## config.mk

```make
export PLATFORM = sky130hd
export DESIGN_NAME = nfa_stream_sequencer_flat
export DESIGN_NICKNAME = d
export VERILOG_FILES = /design/src/rtl/nfa_stream_sequencer_if.sv /design/src/rtl/nfa_stream_sequencer.sv /design/src/flat_wrapper.sv
export SDC_FILE = /design/constraint.sdc
export NUM_CORES = 1
export LEC_CHECK = 0
export CORE_MARGIN = 2
export CORE_UTILIZATION = 68
export DETAILED_ROUTE_END_ITERATION = 8
export DONT_BUFFER_PORTS = 1
export GPL_ROUTABILITY_DRIVEN = 1
export PLACE_DENSITY = 0.92
export SYNTH_ARGS = -nofsm -noshare
export SYNTH_HDL_FRONTEND = slang
export SYNTH_SLANG_ARGS = --single-unit
```

## constraint.sdc

```tcl
create_clock -name clk -period 3.6 [get_ports clk]
set_input_delay 0.9 -clock clk [delete_from_list [all_inputs] [get_ports clk]]
set_output_delay 0.9 -clock clk [all_outputs]
set_load 0.01 [all_outputs]
```

## src/rtl/nfa_stream_sequencer_if.sv

```systemverilog
// rtl/nfa_stream_sequencer_if.sv - byte stream, engine bank and result channel bundle
interface nfa_stream_sequencer_if #(
    parameter int NUM_ENGINES = 8,
    parameter int LEN_W       = 16
);
    logic                   s_valid;
    logic [7:0]             s_data;
    logic                   s_last;
    logic                   s_ready;
    logic                   eng_sod;
    logic                   eng_en;
    logic [7:0]             eng_data;
    logic [NUM_ENGINES-1:0] eng_match;
    logic                   r_valid;
    logic                   r_ready;
    logic [NUM_ENGINES-1:0] r_match;
    logic                   r_any;
    logic [LEN_W-1:0]       r_len;
    logic                   r_sat;

    modport master (
        output s_valid, s_data, s_last, r_ready, eng_match,
        input  s_ready, eng_sod, eng_en, eng_data, r_valid, r_match, r_any, r_len, r_sat
    );

    modport slave (
        input  s_valid, s_data, s_last, r_ready, eng_match,
        output s_ready, eng_sod, eng_en, eng_data, r_valid, r_match, r_any, r_len, r_sat
    );
endinterface

```

## src/rtl/nfa_stream_sequencer.sv

```systemverilog
// rtl/nfa_stream_sequencer.sv - packet sequencer feeding a shared NFA engine bank
module nfa_stream_sequencer #(
    parameter int         NUM_ENGINES  = 8,
    parameter int         DRAIN_CYCLES = 2,
    parameter logic [7:0] FILL_CHAR    = 8'h00,
    parameter int         LEN_W        = 16
) (
    input  logic                     clk,
    input  logic                     rst,
    nfa_stream_sequencer_if.slave    bus
);
    localparam logic [1:0] CLEAR  = 2'd0;
    localparam logic [1:0] RUN    = 2'd1;
    localparam logic [1:0] DRAIN  = 2'd2;
    localparam logic [1:0] REPORT = 2'd3;

    localparam int                     DW         = $clog2(DRAIN_CYCLES + 1);
    localparam logic [DW-1:0]          DRAIN_LAST = DW'(DRAIN_CYCLES - 1);
    localparam logic [LEN_W-1:0]       LEN_MAX    = {LEN_W{1'b1}};
    localparam logic [NUM_ENGINES-1:0] NO_MATCH   = '0;

    logic [1:0]       state;
    logic [DW-1:0]    drain_cnt;
    logic [LEN_W-1:0] len_cnt;
    logic             sat;

    always_ff @(posedge clk) begin
        if (!rst) begin
            state     <= CLEAR;
            drain_cnt <= '0;
            len_cnt   <= '0;
            sat       <= 1'b0;
        end else begin
            case (state)
                CLEAR: begin
                    state   <= RUN;
                    len_cnt <= '0;
                    sat     <= 1'b0;
                end
                RUN: begin
                    if (bus.s_valid) begin
                        // Length sticks at its maximum; sat records that bytes were dropped from the count.
                        if (len_cnt == LEN_MAX) sat <= 1'b1;
                        else                    len_cnt <= len_cnt + LEN_W'(1);
                        if (bus.s_last) begin
                            state     <= DRAIN;
                            drain_cnt <= '0;
                        end
                    end
                end
                DRAIN: begin
                    if (drain_cnt == DRAIN_LAST) state <= REPORT;
                    else                         drain_cnt <= drain_cnt + DW'(1);
                end
                REPORT: begin
                    if (bus.r_ready) state <= CLEAR;
                end
                default: state <= CLEAR;
            endcase
        end
    end

    always_comb begin
        bus.s_ready  = 1'b0;
        bus.eng_sod  = 1'b0;
        bus.eng_en   = 1'b0;
        bus.eng_data = 8'h00;
        bus.r_valid  = 1'b0;
        bus.r_match  = NO_MATCH;
        bus.r_any    = 1'b0;
        bus.r_len    = '0;
        bus.r_sat    = 1'b0;
        // Held reset looks like CLEAR even before the first edge lands.
        if (!rst) begin
            bus.eng_sod = 1'b1;
        end else begin
            case (state)
                CLEAR: bus.eng_sod = 1'b1;
                RUN: begin
                    bus.s_ready  = 1'b1;
                    bus.eng_en   = bus.s_valid;
                    bus.eng_data = bus.s_valid ? bus.s_data : 8'h00;
                end
                DRAIN: begin
                    bus.eng_en   = 1'b1;
                    bus.eng_data = FILL_CHAR;
                end
                REPORT: begin
                    bus.r_valid = 1'b1;
                    bus.r_match = bus.eng_match;
                    bus.r_any   = |bus.eng_match;
                    bus.r_len   = len_cnt;
                    bus.r_sat   = sat;
                end
                default: ;
            endcase
        end
    end
endmodule

```

## src/flat_wrapper.sv

```systemverilog
// flat-port wrapper written by rule: the top's interface ports become plain ports
module nfa_stream_sequencer_flat 
#(
    parameter int         NUM_ENGINES  = 8,
    parameter int         DRAIN_CYCLES = 2,
    parameter logic [7:0] FILL_CHAR    = 8'h00,
    parameter int         LEN_W        = 16
)
  (clk, rst, bus_s_valid, bus_s_data, bus_s_last, bus_r_ready, bus_eng_match, bus_s_ready, bus_eng_sod, bus_eng_en, bus_eng_data, bus_r_valid, bus_r_match, bus_r_any, bus_r_len, bus_r_sat);
  nfa_stream_sequencer_if #(.NUM_ENGINES(NUM_ENGINES), .LEN_W(LEN_W)) bus_i ();
  input  logic clk;
  input  logic rst;
  input wire logic [$bits(bus_i.s_valid)-1:0] bus_s_valid;
  input wire logic [$bits(bus_i.s_data)-1:0] bus_s_data;
  input wire logic [$bits(bus_i.s_last)-1:0] bus_s_last;
  input wire logic [$bits(bus_i.r_ready)-1:0] bus_r_ready;
  input wire logic [$bits(bus_i.eng_match)-1:0] bus_eng_match;
  output wire logic [$bits(bus_i.s_ready)-1:0] bus_s_ready;
  output wire logic [$bits(bus_i.eng_sod)-1:0] bus_eng_sod;
  output wire logic [$bits(bus_i.eng_en)-1:0] bus_eng_en;
  output wire logic [$bits(bus_i.eng_data)-1:0] bus_eng_data;
  output wire logic [$bits(bus_i.r_valid)-1:0] bus_r_valid;
  output wire logic [$bits(bus_i.r_match)-1:0] bus_r_match;
  output wire logic [$bits(bus_i.r_any)-1:0] bus_r_any;
  output wire logic [$bits(bus_i.r_len)-1:0] bus_r_len;
  output wire logic [$bits(bus_i.r_sat)-1:0] bus_r_sat;
  assign bus_i.s_valid = bus_s_valid;
  assign bus_i.s_data = bus_s_data;
  assign bus_i.s_last = bus_s_last;
  assign bus_i.r_ready = bus_r_ready;
  assign bus_i.eng_match = bus_eng_match;
  assign bus_s_ready = bus_i.s_ready;
  assign bus_eng_sod = bus_i.eng_sod;
  assign bus_eng_en = bus_i.eng_en;
  assign bus_eng_data = bus_i.eng_data;
  assign bus_r_valid = bus_i.r_valid;
  assign bus_r_match = bus_i.r_match;
  assign bus_r_any = bus_i.r_any;
  assign bus_r_len = bus_i.r_len;
  assign bus_r_sat = bus_i.r_sat;
  nfa_stream_sequencer #(.NUM_ENGINES(NUM_ENGINES), .DRAIN_CYCLES(DRAIN_CYCLES), .FILL_CHAR(FILL_CHAR), .LEN_W(LEN_W)) u_core (.clk(clk), .rst(rst), .bus(bus_i));
endmodule
```

======== Word level (Yosys, flattened, before mapping) ========
Cells that the tools add are included.
storage, ports and cells
  input bits .............................. 21
  bits in registers ....................... 21
  logic and storage cells ................. 60
  output and inout port bits .............. 38
cells by class
  reductions and logical operators ........ 8
  eq/ne operators ......................... 12
  multiplexer cells ....................... 34
  add/subtract/negate cells ............... 2
operators by type and width
  operator                                       number
  2-to-1 mux 16 bit                              4
  2-to-1 mux 8 bit                               5
  one-hot mux 16 bit (2 select lines)            1
  adder 16 x 1 -> 16 bit, second input constant  1
  == test 16 bit, second input constant          1
  2-to-1 mux 2 bit                               7
  2-to-1 mux 1 bit                               13
  != test 2 bit, second input constant           5
  one-hot mux 2 bit (4 select lines)             1
  AND reduction 4 bit                            2
  OR reduction 8 bit                             1
  AND reduction 3 bit                            2
  == test 2 x 1 -> 1 bit, second input constant  2
  == test 2 bit, second input constant           2
  != test 2 x 1 -> 1 bit, second input constant  2
  one-hot mux 1 bit (2 select lines)             2
  one-hot mux 2 bit (2 select lines)             1
  nonzero test 2 bit                             2
  adder 2 x 1 -> 2 bit, second input constant    1
  zero test 2 bit                                1

======== Depth between registers and ports, before layout ========
  word-level depth ........................ 4
  depth in mapped cells ................... 8
  gate-level depth less buffers ........... 7

======== Worst setup path before layout ========
OpenSTA, ideal clock, no wires.
  kind .................................... input port to output port
  from .................................... input rst
  to ...................................... output bus_r_any
  buffers on the path ..................... 1
  arrival ................................. 1684 ps
  cell stages on the path ................. 3
  required time ........................... 2700 ps
  slack ................................... 1016 ps
  cells stage by stage .................... clkbuf_1 > and2_1 > a21boi_0
between the ends
  cells in the longest elaborated chain, start to end .. 1
RTL lines
  item                line                        RTL
  start: declaration  flat_wrapper.sv:12          input logic rst;
  2-to-1 mux 1 bit    nfa_stream_sequencer.sv:74  if (!rst) begin
  end: declaration    flat_wrapper.sv:24          output wire logic [$bits(bus_i.r_any)-1:0] bus_r_any;
Every way passes these cells.

======== Worst setup path in the final report ========
  from .................................... register u_core.state[1]
  to ...................................... output bus_r_any
between the ends
  cells in the longest elaborated chain, start to end .. 3
RTL lines
  item                      line                        RTL
  start: declaration        nfa_stream_sequencer.sv:22  logic [1:0] state;
  start signal: assignment  nfa_stream_sequencer.sv:29  state <= CLEAR;
  start signal: assignment  nfa_stream_sequencer.sv:36  state <= RUN;
  start signal: assignment  nfa_stream_sequencer.sv:46  state <= DRAIN;
  == test 2 bit             nfa_stream_sequencer.sv:77  case (state)
  2-to-1 mux 1 bit          nfa_stream_sequencer.sv:77
  2-to-1 mux 1 bit          nfa_stream_sequencer.sv:74
Every way passes these cells.

==> metrics.txt <==
WP data required ~2.7 ns; Post-Syn Instances 213; Final min period around 3.0 ns; synthesis-to-layout area growth 0.7658%; number of remaining DRC errors 0; net count after synthesis 240; post-CTS setup buffers 0; root buffer cell clkbuf_4; ratio of cells with drive above 1 in the final layout 0.07882; RSZ-0062 raised after global routing false; maximum level of the CTS H-tree 1; Tightest Pin Transition 0.7114 ns; WL per Instance 19.06 um; routed vias/inst about 7.4; FMAX approximately 0.34 GHz; Final Cycle Share 0.8216; Comb pwr share 0.468; total track usage 0.3280; DP HPWL between 3000 and 4000 um; internal power 397.2 uW; vias in the first global route ~1,500; Clock transition at path regs between 0.1 and 0.15 ns; part of the power in registers 0.363; Seq/Total Area, Yosys 0.2573; hold_buf cts 0; Clk network pwr share 0.169; pre-CTS WS between 0.9 and 1 ns; outcome finished clean; crit path cell chain ha_1 > and2_1 > a21boi_0; port bufs 0; nets@finish about 230; Net Switching between 300 and 400 uW; io pins a little under 60; first-pass GRT wire length 6920 um; Max Cap Violations 0; synthesized cell area 1634 sq um; Longest Clk Path Bufs 2; Synth Flop Type dfxtp_1; Initial Util 0.7317; Initial DRT Pass Iterations 4; Worst Hold Class reg -> reg; Die Area roughly 2800 sq um; setup TNS 0 ns; clk_skew roughly 0.009 ns; Avg Inst Size Synth about 7.7 sq um; DRT antenna net count 0; initial antenna violation count 0; Final WS setup between 0.6 and 0.7 ns; fillcell total approximately 180; CTS buffer count 3; clk sink count 21; Max IR drop VDD approximately 430 uV; Final Wtd Congestion slightly above 1; diode count 0; crit-path max cell delay about 0.65 ns; Syn. warnings 0; DR vias between 1,500 and 2,000; Net Sw Frac 0.4477; Detailed Route WL 4403 um; largest net degree at the start of global routing 41; Setup crit end kind primary output; num rows 17; Std-Cell Core Area between 2000 and 2500 sq um; Distinct cells, synth 44; share of flip-flops with an asynchronous set or reset 0; crit path DAT 2.06 ns; number of synthesized flops with an enable pin 0; Skew-Pair Late Insertion Delay between 0.3 and 0.4 ns; slowest CP cell ha_1; DR iter-0 viols approximately 140; power per cell area about 440 nW/um^2; Post-CTS Resized 0; total global routing overflow 0; max_slew headroom 0.5257; Critical Path Fanout Max 27; chip height 53.02 um; critical path class reg -> out; Yosys reg bits 21; P_leak 0.0006609 uW; Die X between 50 and 60 um; Slew Limit Fails 0; CP startpoint kind flop; Final setup viols 0; final hold vios 0; CTS tree built
[Yosys cell counts (3+ instances only)]
| cell | instances | area (sq um) |
|---|---|---|
| and3_1 | 33 | 206.5 |
| dfxtp_1 | 21 | 420.4 |
| nand2_1 | 16 | 60.06 |
| clkbuf_1 | 12 | 45.04 |
| nor2_1 | 12 | 45.04 |
| inv_1 | 10 | 37.54 |
| nand3_1 | 9 | 45.04 |
| nand4_1 | 8 | 50.05 |
| o211ai_1 | 7 | 52.55 |
| a21oi_1 | 6 | 30.03 |
| ha_1 | 6 | 75.07 |
| nor2b_1 | 5 | 31.28 |
| a211oi_1 | 4 | 30.03 |
| and4_1 | 4 | 35.03 |
| mux2i_1 | 4 | 40.04 |
| nor4_1 | 4 | 25.02 |
| a311oi_1 | 3 | 26.28 |
| a31oi_1 | 3 | 18.77 |
| buf_2 | 3 | 15.01 |
| nand3b_1 | 3 | 22.52 |
| nor3_1 | 3 | 15.01 |
| o2111ai_1 | 3 | 26.28 |
| o311ai_0 | 3 | 26.28 |
[registers in the layout (all words and copies together), names as in the netlist]
register          flops
u_core.drain_cnt      2
u_core.len_cnt       16
u_core.sat            1
u_core.state          2
[routing by layer]
| metal | track usage | vias to the layer above | wire length (um) |
|---|---|---|---|
| li1 | - | 792 | - |
| met5 | 0 | - | 0 |
| met3 | 0.04520 | 12 | 449 |
| met1 | 0.4206 | 795 | 1727 |
| met4 | 0.08547 | 0 | 86 |
| met2 | 0.5729 | 113 | 2141 |
[metrics by stage]
| step | power [uW] | hold slack, ns | area (sq um) | util | instances |
|---|---|---|---|---|---|
| 2_1_floorplan | 528.1 | 0.4319 | 1634 | - | 213 |
| 3_3_place_gp | 577.9 | 0.4428 | 1617 | 0.7238 | 227 |
| 3_5_place_dp | 593.0 | 0.4667 | 1617 | 0.7238 | 227 |
| 4_1_cts | 715.1 | 0.4847 | 1647 | 0.7373 | 231 |
| 5_1_grt | 771.7 | 0.5169 | 1647 | 0.7373 | 231 |
| 6_report | 719.2 | 0.4781 | 1647 | 0.7373 | 231 |
[cell usage in the layout (no fill, tap or decap), drive strengths merged, types with 4 or more instances in the layout]
cell	netlist	final
a211oi	4	4
a21oi	6	6
and3	35	35
and4	4	4
dfxtp	21	21
ha	6	6
inv	10	10
mux2i	4	4
nand2	16	16
nand3	10	10
nand4	8	8
nor2	12	12
nor2b	5	5
nor4	5	5
o211ai	7	7
or3	4	4
[path summary, 6_finish.rpt]
path	startpoint	end	slack (ns)	cells past startpoint
hold / removal	u_core.sat$_SDFFE_PN0P_	u_core.sat$_SDFFE_PN0P_	0.48	2
setup reg to reg	u_core.state[1]$_SDFFE_PN0P_	u_core.len_cnt[15]$_SDFFE_PN0P_	1.31	7
setup / recovery	u_core.state[1]$_SDFFE_PN0P_	bus_r_any	0.64	3
hold reg to reg	u_core.sat$_SDFFE_PN0P_	u_core.sat$_SDFFE_PN0P_	0.48	2
[power groups by stage]
stage / Clock, uW / Sequential (uW) / Combinational [uW]
floorplan: 0 / 262 / 267
global placement: 0 / 263 / 315
detailed placement: 0 / 266 / 327
CTS: 125 / 261 / 330
global route: 135 / 263 / 374
finish: 122 / 261 / 336
[worst max-delay path, delay by kind of cell (launching register included)]
kind	cells	cell delay (ns)
AO/OA/AOI/OAI	1	0.37
adder cells (fa/ha/maj)	1	0.65
flip-flops	1	0.42
AND/OR/NAND/NOR	1	0.30
[cell families after synthesis]
kind of cell | count (synthesis) | share of synthesized area
and+or+nand+nor | 113 | 0.4135
AOI/OAI and AO/OA | 44 | 0.1991
buffers and inverters | 25 | 0.05972
DFF | 21 | 0.2573
adders and majority gates | 6 | 0.04594
muxes | 4 | 0.02450
[cell type report]
| cell class | count | area, sq um | area share |
|---|---|---|---|
| Inverter | 10 | 37.54 | 0.02280 |
| Multi-Input combinational cell | 167 | 1116 | 0.6778 |
| Clock inverter | 1 | 7.507 | 0.004559 |
| Sequential cell | 21 | 420.4 | 0.2553 |
| Timing Repair Buffer | 1 | 7.507 | 0.004559 |
| Tap cell | 28 | 35.03 | 0.02128 |
| Clock buffer | 3 | 22.52 | 0.01368 |
(Power assumes the default switching activity.)
